File: src/rtl/fpga_wb_regs_pkg.sv
// ---------------------------------------------------------------------------
// fpga_wb_regs_pkg
//   Shared constants for the AL4S3B fabric control register bank:
//   register byte offsets, channel field widths, the pulse counter width
//   and a byte-offset to word-address helper.
//   Optional feature macro used by the register bank: FPGA_WB_REGS_TIMESTAMP_EN
// ---------------------------------------------------------------------------
package fpga_wb_regs_pkg;

    // Register byte offsets as seen by software.
    localparam logic [31:0] OFF_ID       = 32'h000;
    localparam logic [31:0] OFF_REV      = 32'h004;
    localparam logic [31:0] OFF_FIFO_RST = 32'h008;
    localparam logic [31:0] OFF_CH_EN    = 32'h00C;
    localparam logic [31:0] OFF_OVERRUN  = 32'h010;
    localparam logic [31:0] OFF_IRQ_MASK = 32'h014;
    localparam logic [31:0] OFF_SCRATCH  = 32'h018;
    localparam logic [31:0] OFF_TS       = 32'h01C;

    // Upper bound of the per-channel fields (enable/reset/overrun/mask).
    localparam int unsigned MAX_CH     = 16;
    localparam int unsigned FIFO_RST_W = MAX_CH;
    localparam int unsigned OVERRUN_W  = MAX_CH;

    // FIFO reset pulse counter width (pulse length 1..255).
    localparam int unsigned PULSE_CNT_W = 8;

    // Wishbone address bus carries word addresses.
    function automatic logic [31:0] word_addr(input logic [31:0] byte_off);
        return byte_off >> 2;
    endfunction

endpackage

File: src/rtl/fpga_rst_pulse_gen.sv
// ---------------------------------------------------------------------------
// fpga_rst_pulse_gen
//   Self-timed reset pulse for one channel. A load sets the down-counter to
//   RST_PULSE_CYC; busy_o is high while the counter is nonzero. Loading while
//   busy restarts the count, stretching the pulse.
// Ports:
//   clk     in   clock
//   rst     in   asynchronous reset, active-high
//   load_i  in   (re)start the pulse
//   busy_o  out  pulse output / busy flag
// ---------------------------------------------------------------------------
module fpga_rst_pulse_gen
    import fpga_wb_regs_pkg::*;
#(
    parameter int unsigned RST_PULSE_CYC = 4
) (
    input  logic clk,
    input  logic rst,
    input  logic load_i,
    output logic busy_o
);

    localparam logic [PULSE_CNT_W-1:0] CNT_LOAD = PULSE_CNT_W'(RST_PULSE_CYC);
    localparam logic [PULSE_CNT_W-1:0] CNT_ONE  = PULSE_CNT_W'(1);

    logic [PULSE_CNT_W-1:0] cnt_q;
    logic [PULSE_CNT_W-1:0] cnt_d;

    always_comb begin
        cnt_d = cnt_q;
        if (load_i) begin
            cnt_d = CNT_LOAD;
        end else if (cnt_q != '0) begin
            cnt_d = cnt_q - CNT_ONE;
        end
    end

    always_ff @(posedge clk or posedge rst) begin
        if (rst) begin
            cnt_q <= '0;
        end else begin
            cnt_q <= cnt_d;
        end
    end

    assign busy_o = (cnt_q != '0);

endmodule

File: src/rtl/fpga_wb_ctrl_regs.sv
// ---------------------------------------------------------------------------
// fpga_wb_ctrl_regs
//   Wishbone slave register bank for the AL4S3B FPGA fabric: device ID and
//   revision, per-channel enables, self-timed FIFO reset pulses, sticky W1C
//   overrun flags, interrupt mask, scratch register and an optional
//   free-running timestamp.
//   Optional feature macro: FPGA_WB_REGS_TIMESTAMP_EN (timestamp at 0x01C;
//   when undefined 0x01C reads as unmapped).
// Ports:
//   WBs_CLK_i       in   fabric / Wishbone clock
//   WBs_RST_i       in   asynchronous reset, active-high
//   WBs_ADR_i       in   word address (byte offset >> 2)
//   WBs_CYC_i       in   cycle
//   WBs_STB_i       in   strobe
//   WBs_WE_i        in   write enable
//   WBs_BYTE_STB_i  in   byte lane enables
//   WBs_DAT_i       in   write data
//   WBs_DAT_o       out  registered read data
//   WBs_ACK_o       out  transfer acknowledge (one cycle)
//   ovr_evt_i       in   per-channel overrun event, level sampled each clock
//   ch_en_o         out  per-channel enable
//   fifo_rst_o      out  per-channel FIFO reset pulse
//   irq_o           out  registered OR of (overrun & mask)
// ---------------------------------------------------------------------------
module fpga_wb_ctrl_regs
    import fpga_wb_regs_pkg::*;
#(
    parameter int unsigned ADDRWIDTH     = 10,
    parameter int unsigned DATAWIDTH     = 32,
    parameter int unsigned NUM_CH        = 4,
    parameter int unsigned RST_PULSE_CYC = 4,
    parameter logic [31:0] DEVICE_ID     = 32'h0ADC0002,
    parameter logic [31:0] REV_NUM       = 32'h00000200,
    parameter logic [31:0] DEF_REG_VALUE = 32'hFABDEFAC
) (
    input  logic                 WBs_CLK_i,
    input  logic                 WBs_RST_i,
    input  logic [ADDRWIDTH-1:0] WBs_ADR_i,
    input  logic                 WBs_CYC_i,
    input  logic                 WBs_STB_i,
    input  logic                 WBs_WE_i,
    input  logic [3:0]           WBs_BYTE_STB_i,
    input  logic [DATAWIDTH-1:0] WBs_DAT_i,
    output logic [DATAWIDTH-1:0] WBs_DAT_o,
    output logic                 WBs_ACK_o,
    input  logic [NUM_CH-1:0]    ovr_evt_i,
    output logic [NUM_CH-1:0]    ch_en_o,
    output logic [NUM_CH-1:0]    fifo_rst_o,
    output logic                 irq_o
);

    localparam logic [31:0] A_ID       = word_addr(OFF_ID);
    localparam logic [31:0] A_REV      = word_addr(OFF_REV);
    localparam logic [31:0] A_FIFO_RST = word_addr(OFF_FIFO_RST);
    localparam logic [31:0] A_CH_EN    = word_addr(OFF_CH_EN);
    localparam logic [31:0] A_OVERRUN  = word_addr(OFF_OVERRUN);
    localparam logic [31:0] A_IRQ_MASK = word_addr(OFF_IRQ_MASK);
    localparam logic [31:0] A_SCRATCH  = word_addr(OFF_SCRATCH);
`ifdef FPGA_WB_REGS_TIMESTAMP_EN
    localparam logic [31:0] A_TS       = word_addr(OFF_TS);
`endif

    // Handshake: a transfer is accepted on the first clock edge where
    // CYC & STB are high and ACK is low. ACK is then high for exactly one
    // cycle (one wait state); read data and write side effects land on the
    // accepting edge. A master that drops CYC or STB before that edge causes
    // nothing to happen.
    logic        access;
    logic        wr_en;
    logic [31:0] adr_w;
    logic [31:0] byte_mask;
    logic [31:0] rd_data;

    logic              ack_q,     ack_d;
    logic [31:0]       dat_q,     dat_d;
    logic [NUM_CH-1:0] ch_en_q,   ch_en_d;
    logic [NUM_CH-1:0] ovr_q,     ovr_d;
    logic [NUM_CH-1:0] mask_q,    mask_d;
    logic [31:0]       scratch_q, scratch_d;
    logic              irq_q,     irq_d;
    logic [NUM_CH-1:0] pulse_load;
    logic [NUM_CH-1:0] pulse_busy;
`ifdef FPGA_WB_REGS_TIMESTAMP_EN
    logic [31:0]       ts_q,      ts_d;
`endif

    assign access    = WBs_CYC_i & WBs_STB_i & ~ack_q;
    assign wr_en     = access & WBs_WE_i;
    assign adr_w     = 32'(WBs_ADR_i);
    assign byte_mask = {{8{WBs_BYTE_STB_i[3]}}, {8{WBs_BYTE_STB_i[2]}},
                        {8{WBs_BYTE_STB_i[1]}}, {8{WBs_BYTE_STB_i[0]}}};

    // Read multiplexer; channel fields are zero-extended.
    always_comb begin
        rd_data = DEF_REG_VALUE;
        case (adr_w)
            A_ID:       rd_data = DEVICE_ID;
            A_REV:      rd_data = REV_NUM;
            A_FIFO_RST: rd_data = 32'(pulse_busy);
            A_CH_EN:    rd_data = 32'(ch_en_q);
            A_OVERRUN:  rd_data = 32'(ovr_q);
            A_IRQ_MASK: rd_data = 32'(mask_q);
            A_SCRATCH:  rd_data = scratch_q;
`ifdef FPGA_WB_REGS_TIMESTAMP_EN
            A_TS:       rd_data = ts_q;
`endif
            default:    rd_data = DEF_REG_VALUE;
        endcase
    end

    always_comb begin
        ack_d      = access;
        dat_d      = access ? rd_data : dat_q;
        ch_en_d    = ch_en_q;
        ovr_d      = ovr_q;
        mask_d     = mask_q;
        scratch_d  = scratch_q;
        pulse_load = '0;

        if (wr_en) begin
            case (adr_w)
                A_FIFO_RST: pulse_load = WBs_DAT_i[NUM_CH-1:0] & byte_mask[NUM_CH-1:0];
                A_CH_EN:    ch_en_d = (ch_en_q & ~byte_mask[NUM_CH-1:0]) |
                                      (WBs_DAT_i[NUM_CH-1:0] & byte_mask[NUM_CH-1:0]);
                A_OVERRUN:  ovr_d = ovr_q & ~(WBs_DAT_i[NUM_CH-1:0] & byte_mask[NUM_CH-1:0]);
                A_IRQ_MASK: mask_d = (mask_q & ~byte_mask[NUM_CH-1:0]) |
                                     (WBs_DAT_i[NUM_CH-1:0] & byte_mask[NUM_CH-1:0]);
                A_SCRATCH:  scratch_d = (scratch_q & ~byte_mask) | (WBs_DAT_i & byte_mask);
                default:    ;
            endcase
        end

        // Applied after the W1C so a coincident event keeps the flag set.
        ovr_d = ovr_d | ovr_evt_i;

        irq_d = |(ovr_q & mask_q);
    end

    always_ff @(posedge WBs_CLK_i or posedge WBs_RST_i) begin
        if (WBs_RST_i) begin
            ack_q     <= 1'b0;
            dat_q     <= '0;
            ch_en_q   <= '0;
            ovr_q     <= '0;
            mask_q    <= '0;
            scratch_q <= '0;
            irq_q     <= 1'b0;
        end else begin
            ack_q     <= ack_d;
            dat_q     <= dat_d;
            ch_en_q   <= ch_en_d;
            ovr_q     <= ovr_d;
            mask_q    <= mask_d;
            scratch_q <= scratch_d;
            irq_q     <= irq_d;
        end
    end

`ifdef FPGA_WB_REGS_TIMESTAMP_EN
    // Free-running; any write to its offset restarts it from zero.
    always_comb begin
        ts_d = ts_q + 32'd1;
        if (wr_en && (adr_w == A_TS)) begin
            ts_d = '0;
        end
    end

    always_ff @(posedge WBs_CLK_i or posedge WBs_RST_i) begin
        if (WBs_RST_i) begin
            ts_q <= '0;
        end else begin
            ts_q <= ts_d;
        end
    end
`endif

    for (genvar n = 0; n < NUM_CH; n++) begin : g_pulse
        fpga_rst_pulse_gen #(
            .RST_PULSE_CYC(RST_PULSE_CYC)
        ) u_pulse (
            .clk   (WBs_CLK_i),
            .rst   (WBs_RST_i),
            .load_i(pulse_load[n]),
            .busy_o(pulse_busy[n])
        );
    end

    assign WBs_ACK_o  = ack_q;
    assign WBs_DAT_o  = dat_q;
    assign ch_en_o    = ch_en_q;
    assign fifo_rst_o = pulse_busy;
    assign irq_o      = irq_q;

endmodule
File: config.mk
export PLATFORM = sky130hd
export DESIGN_NAME = fpga_wb_ctrl_regs
export DESIGN_NICKNAME = d
export VERILOG_FILES = /design/src/rtl/fpga_wb_regs_pkg.sv /design/src/rtl/fpga_rst_pulse_gen.sv /design/src/rtl/fpga_wb_ctrl_regs.sv
export SDC_FILE = /design/constraint.sdc
export NUM_CORES = 1
export LEC_CHECK = 0
export ABC_AREA = 0
export CAP_MARGIN = 10
export CORE_ASPECT_RATIO = 0.75
export CORE_MARGIN = 4
export CORE_UTILIZATION = 50
export CTS_CLUSTER_DIAMETER = 30
export DETAILED_ROUTE_END_ITERATION = 12
export GPL_ROUTABILITY_DRIVEN = 0
export PLACE_DENSITY = 0.77
export SYNTH_ARGS = -nofsm -noshare
export SYNTH_HDL_FRONTEND = slang
export SYNTH_SLANG_ARGS = --single-unit
File: constraint.sdc
create_clock -name WBs_CLK_i -period 4.7 [get_ports WBs_CLK_i]
set_input_delay 0.47 -clock WBs_CLK_i [delete_from_list [all_inputs] [get_ports WBs_CLK_i]]
set_output_delay 0.47 -clock WBs_CLK_i [all_outputs]
set_load 0.02 [all_outputs]
==> flow_summary.ini, run 1 <==
[synth]
yosysSeqAreaShare_pct = 54.5
synth_top_area_share_pct = 54.5
yosysTopAreaCell = dfrtp_1
ys_ff_latch = 110
synth-main-ff-cell = dfrtp_1
syn_nets = 529
synth_area_leaders = dfrtp_1 55%, mux2_2 9.4%, nand2_1 3.9%
synth_edf_count = 0
ys_async_sr_fraction_pct = 100
avgSynthCellArea_um2 = 10.8
syn_area_um2 = 5050
ys_types = 53
yosysWarnings = 0
netlist_instances = 469

[critical_path]
crit_chain = nor4_1 -> nand3_1 -> clkdlybuf4s50_1
worst_setup_path_end_kind = primary output
r2r_cells = 4
cp_data_required_time_ns = 4.23
worstPathMaxFanout = 7
path_class = reg2out
cpLargestDelayFamily = simple AND/OR/NAND/NOR gates
r2r-start = WBs_ACK_o
startpoint_type = flip-flop
slowest_stage = nor4_1
arrival_ns = 2.72
reg2reg_slack_ns = 2.13
crit_buf_inv = 1
cp_slowest_stage_delay_ns = 0.85
worst-path-stages = 3

[min_path]
whs_endpoint = WBs_DAT_o[12]
hp-start = WBs_DAT_o[12]
whs_path_depth = 2
hp-class = reg2reg

[power]
switching_share_pct = 26.4
seqPwrFrac_pct = 53.5
p_total_uw = 2080
comb_power_share_pct = 11.6
p_sw_uw = 551
p_leak_uw = 0.00271
internal_power_uw = 1530
power_density_nw_per_um2 = 326
peakVddDrop_mv = 0.204
power_frac_clock_pct = 34.9

[clock_tree]
cts_setup_buffers = 0
cts-root-buf = clkbuf_16
cts_made_buffers = 9
cts_tree = built
clockBufferDepth = 2
htreeDepth = 3
cts_sinks = 110
cts_repair_resize_count = 0
worst_skew_pair.late_latency_ns = 0.34
path_clk_slew_ns = 0.07
cts_hold_buf = 0

[drt]
wl_per_cell_um = 17.3
ant_nets = 0
drc_errors = 0
vias_per_cell = 5.58
dr.pass1.iters = 5
wl_mm = 12.0
num_vias = 3873
drt_first_iter_violations = 301

[grt]
track_usage_pct = 21.0
antenna_found_initial = 0
grt_pass1_vias = 3794
grt_max_degree = 88
grt_overflow_total = 0
grt_pass1_wl_mm = 19.0

[sta]
fin_tns_setup_ns = 0
period_minus_slack_ns = 3.19
clock-skew-final_ns = 0.00668
setup_viol = 0
finalCritPeriodShare_pct = 68.0
hold_viol = 0
max_freq_ghz = 0.313
slew_headroom_pct = 25.7
worstMarginPinSlew_ns = 1.11
rsz0062_at_grt = false
drv_slew = 0

[place]
numPortBuffers = 96
detailed_place.area_um2 = 6100
place_hpwl_mm = 8.67
dp.cells = 678

[final_layout]
final_common_cell = dfrtp_1
area_growth_pct = 26.5
antennaDiodeCount = 0
layout-drive-gt1-share_pct = 13.2
final_area_um2 = 6380
utilization_pct = 65.6
fin_cells = 694
final_cell_mix = 110 x dfrtp_1, 96 x clkdlybuf4s50_1, 52 x nand2_1
nets = 617

[floorplan]
fp.dieW_um = 124
dieArea_um2 = 11800
core_area_um2 = 9740
io_pins = 97
start_util_pct = 51.9
die_h_um = 95.0
rows = 31

[outcome]
status = completed

[job]
drv_cap = 0
[layer usage]
layer / GRT usage [%] / vias to the layer above / part of all wire, %
li1: - / 1844 / -
met1: 28.9 / 1908 / 44
met2: 33.0 / 108 / 48
met3: 5.63 / 13 / 7.2
met4: 6.02 / 0 / 1.3
met5: 0 / - / 0
[worst max path at each step]
stage / end / startpoint / slack [ns]
4_1_cts: fifo_rst_o[3] / g_pulse[3].u_pulse.cnt_q[2] / 1.52
2_1_floorplan: WBs_ACK_o / WBs_RST_i / 1.33
5_1_grt: fifo_rst_o[3] / g_pulse[3].u_pulse.cnt_q[2] / 1.30
3_3_place_gp: flip-flop / WBs_ADR_i[1] / 1.68
3_5_place_dp: flip-flop / WBs_ADR_i[1] / 1.55
6_report: fifo_rst_o[3] / g_pulse[3].u_pulse.cnt_q[2] / 1.51
[power by group through the flow]
stage	sequential [µW]	combinational [µW]	clock, µW
floorplan	1110	155	0
global placement	1120	236	0
detailed placement	1130	244	0
CTS	1110	244	740
global route	1130	271	779
finish	1110	242	727
[worst reg2reg max path, cell delays in order (launching register included)]
cell and delay [ns]:
dfrtp_1 0.38, nand3b_1 0.56, inv_2 0.74, nand4_2 0.38, mux2_2 0.38
[cell usage after synthesis, types with 6 or more instances]
| library cell | instances |
|---|---|
| a211oi_1 | 6 |
| a21oi_1 | 37 |
| and3_1 | 7 |
| buf_2 | 7 |
| clkbuf_1 | 9 |
| dfrtp_1 | 110 |
| inv_1 | 14 |
| mux2_2 | 42 |
| nand2_1 | 52 |
| nand3_1 | 12 |
| nand4b_1 | 9 |
| nor2_1 | 49 |
| nor3_1 | 7 |
| nor3b_1 | 6 |
| nor4_1 | 8 |
| o21ai_0 | 7 |
| xnor2_1 | 7 |
[cells by family (layout without fill, tap and decap cells)]
kind of cell / count (synthesis) / after routing / synth area share (%)
and+or+nand+nor: 180 / 180 / 19.0
AOI/OAI and AO/OA: 79 / 79 / 9.79
muxes: 47 / 47 / 10.4
buffers and inverters: 39 / 132 / 3.52
adders and majority gates: 5 / 5 / 1.24
xor gates and xnor gates: 9 / 9 / 1.56
DFF: 110 / 110 / 54.5
[area by class of cell]
cell class              count  area, µm²
clock buffers              11        253
multi-input cells         320       2130
clock inverters             5       33.8
well taps                 132        165
repair buffers            100        991
fillers                   758       3350
flip-flops and latches    110       2750
inverters                  16       62.6
[stage by stage]
step	setup slack, ns	hold slack [ns]
floorplan	1.33	0.461
global placement	1.68	0.469
detailed placement	1.55	0.482
CTS	1.52	0.497
global route	1.30	0.513
finish	1.51	0.492
(Power assumes the default switching activity.)
==> run 2: changes to the inputs <==
==> constraint.sdc (replaced) <==
create_clock -name WBs_CLK_i -period 3.2 [get_ports WBs_CLK_i]
set_input_delay 0.32 -clock WBs_CLK_i [delete_from_list [all_inputs] [get_ports WBs_CLK_i]]
set_output_delay 0.32 -clock WBs_CLK_i [all_outputs]
set_load 0.02 [all_outputs]
==> run 2 against run 1 <==
Cell count is 1.7% higher; die area did not move; clock power increased by 68%; flip-flop and latch count unchanged; combinational power grew 55%; first-iteration DRC count up 33%; critical path depth grew 3; cell area up 2.4%; non-clock buffer count grew 12; sequential share of layout area down 0.99 points; setup slack got worse by 0.88 ns; critical path type unchanged.
==> flow_summary.ini, run 2 (synthesis results as in run 1) <==
[min_path]
hp-class = in2async

[outcome]
status = completed

[final_layout]
final_common_cell = dfrtp_1
antennaDiodeCount = 0
area_growth_pct = 29.4
final_cell_mix = 110 x dfrtp_1, 96 x clkdlybuf4s50_1, 52 x nand2_1
fin_cells = 706
layout-drive-gt1-share_pct = 15.0
nets = 629
final_area_um2 = 6540

[place]
dp_slack_ns = 0.408
numPortBuffers = 96
place_hpwl_mm = 8.80
detailed_place.area_um2 = 6200
dp.cells = 690

[drt]
ant_nets = 0
dr.pass1.iters = 4
drc_errors = 0
wl_mm = 12.3
wl_per_cell_um = 17.4
vias_per_cell = 5.60
num_vias = 3956
drt_first_iter_violations = 401

[floorplan]
dieArea_um2 = 11800
rows = 31
start_util_pct = 51.9
die_h_um = 95.0
io_pins = 97
core_area_um2 = 9740
fp.dieW_um = 124

[critical_path]
arrival_ns = 2.26
worst_setup_path_end_kind = primary output
startpoint_type = flip-flop
path_class = reg2out
worstPathMaxFanout = 4
cp_data_required_time_ns = 2.88

[sta]
slew_headroom_pct = 59.0
period_minus_slack_ns = 2.58
clock-skew-final_ns = 0.00857
setup_viol = 0
hold_viol = 0
rsz0062_at_grt = false
finalCritPeriodShare_pct = 80.6
fin_tns_setup_ns = 0
worstMarginPinSlew_ns = 0.616
max_freq_ghz = 0.388
drv_slew = 0
worst_hold_slack_ns = 0.447
fin_ws_ns = 0.621

[grt]
track_usage_pct = 21.7
antenna_found_initial = 1
grt_overflow_total = 0
grt_pass1_wl_mm = 19.8
grt_pass1_vias = 4009
grt_max_degree = 111

[clock_tree]
htreeDepth = 3
cts_sinks = 110
worst_skew_pair.late_latency_ns = 0.35
cts_setup_buffers = 0
clockBufferDepth = 2
cts_made_buffers = 9
cts_repair_resize_count = 0
cts_tree = built
cts_hold_buf = 0
path_clk_slew_ns = 0.07
cts-root-buf = clkbuf_16

[power]
peakVddDrop_mv = 0.299
p_leak_uw = 0.00279
power_density_nw_per_um2 = 496

[job]
drv_cap = 0
-- run 2: cell count changes in the layout (fill, tap and decap cells not counted), sizes merged --
cell,previous run,this run
buf,4,16
clkinv,4,3
bufinv,0,2
clkbuf,11,10
-- run 2: worst paths after layout --
path	startpoint	endpoint	slack [ns]	cells past startpoint
max	g_pulse[1].u_pulse.cnt_q[0]	fifo_rst_o[1]	0.62	6
min	WBs_RST_i	WBs_DAT_o[4]	0.45	3
max reg2reg	WBs_ACK_o	flip-flop	1.15	6
min reg2reg	WBs_DAT_o[4]	WBs_DAT_o[4]	0.49	2
max in group asynchronous	WBs_RST_i	WBs_DAT_o[31]	2.25	3
min in group WBs_CLK_i	WBs_DAT_o[4]	WBs_DAT_o[4]	0.49	2
-- run 2: routing by layer --
| layer | vias up | GRT usage, % | part of all wire (%) | wire length [µm] |
|---|---|---|---|---|
| li1 | 1871 | - | - | - |
| met1 | 1967 | 31.0 | 46 | 5710 |
| met2 | 98 | 32.8 | 47 | 5750 |
| met3 | 18 | 6.17 | 5.2 | 636 |
| met4 | 2 | 5.38 | 1.3 | 163 |
| met5 | - | 0 | 0.11 | 13 |
-- run 2: final cells by class --
| cell class | instances | area [µm²] |
|---|---|---|
| Clock buffer | 10 | 239 |
| Inverter | 16 | 63.8 |
| Multi-Input combinational cell | 320 | 2130 |
| Timing Repair Buffer | 112 | 1090 |
| Sequential cell | 110 | 2750 |
| Tap cell | 132 | 165 |
| Clock inverter | 6 | 93.8 |
| Fill cell | 725 | 3200 |
-- run 2: where the power goes --
group | total, µW | switching (µW) | internal (µW) | leakage, µW
logic | 375 | 184 | 191 | 0.00132
registers | 1640 | 138 | 1500 | 0.00131
clock network | 1220 | 508 | 713 | 0.000159
total | 3240 | 830 | 2410 | 0.00279
-- run 2: critical path: stages, from the launching register on --
cell and delay (ns):
dfrtp_1 0.41, inv_1 0.10, ha_1 0.21, nor3b_1 0.27
and2_1 0.25, inv_1 0.12, clkdlybuf4s50_1 0.55
-- run 2: per-stage QoR --
step	util, %	power [µW]
after floorplan	-	1860
after global placement	63.7	2010
after detailed placement	63.7	2040
after CTS	67.1	3260
after global routing	67.1	3380
final	67.1	3240
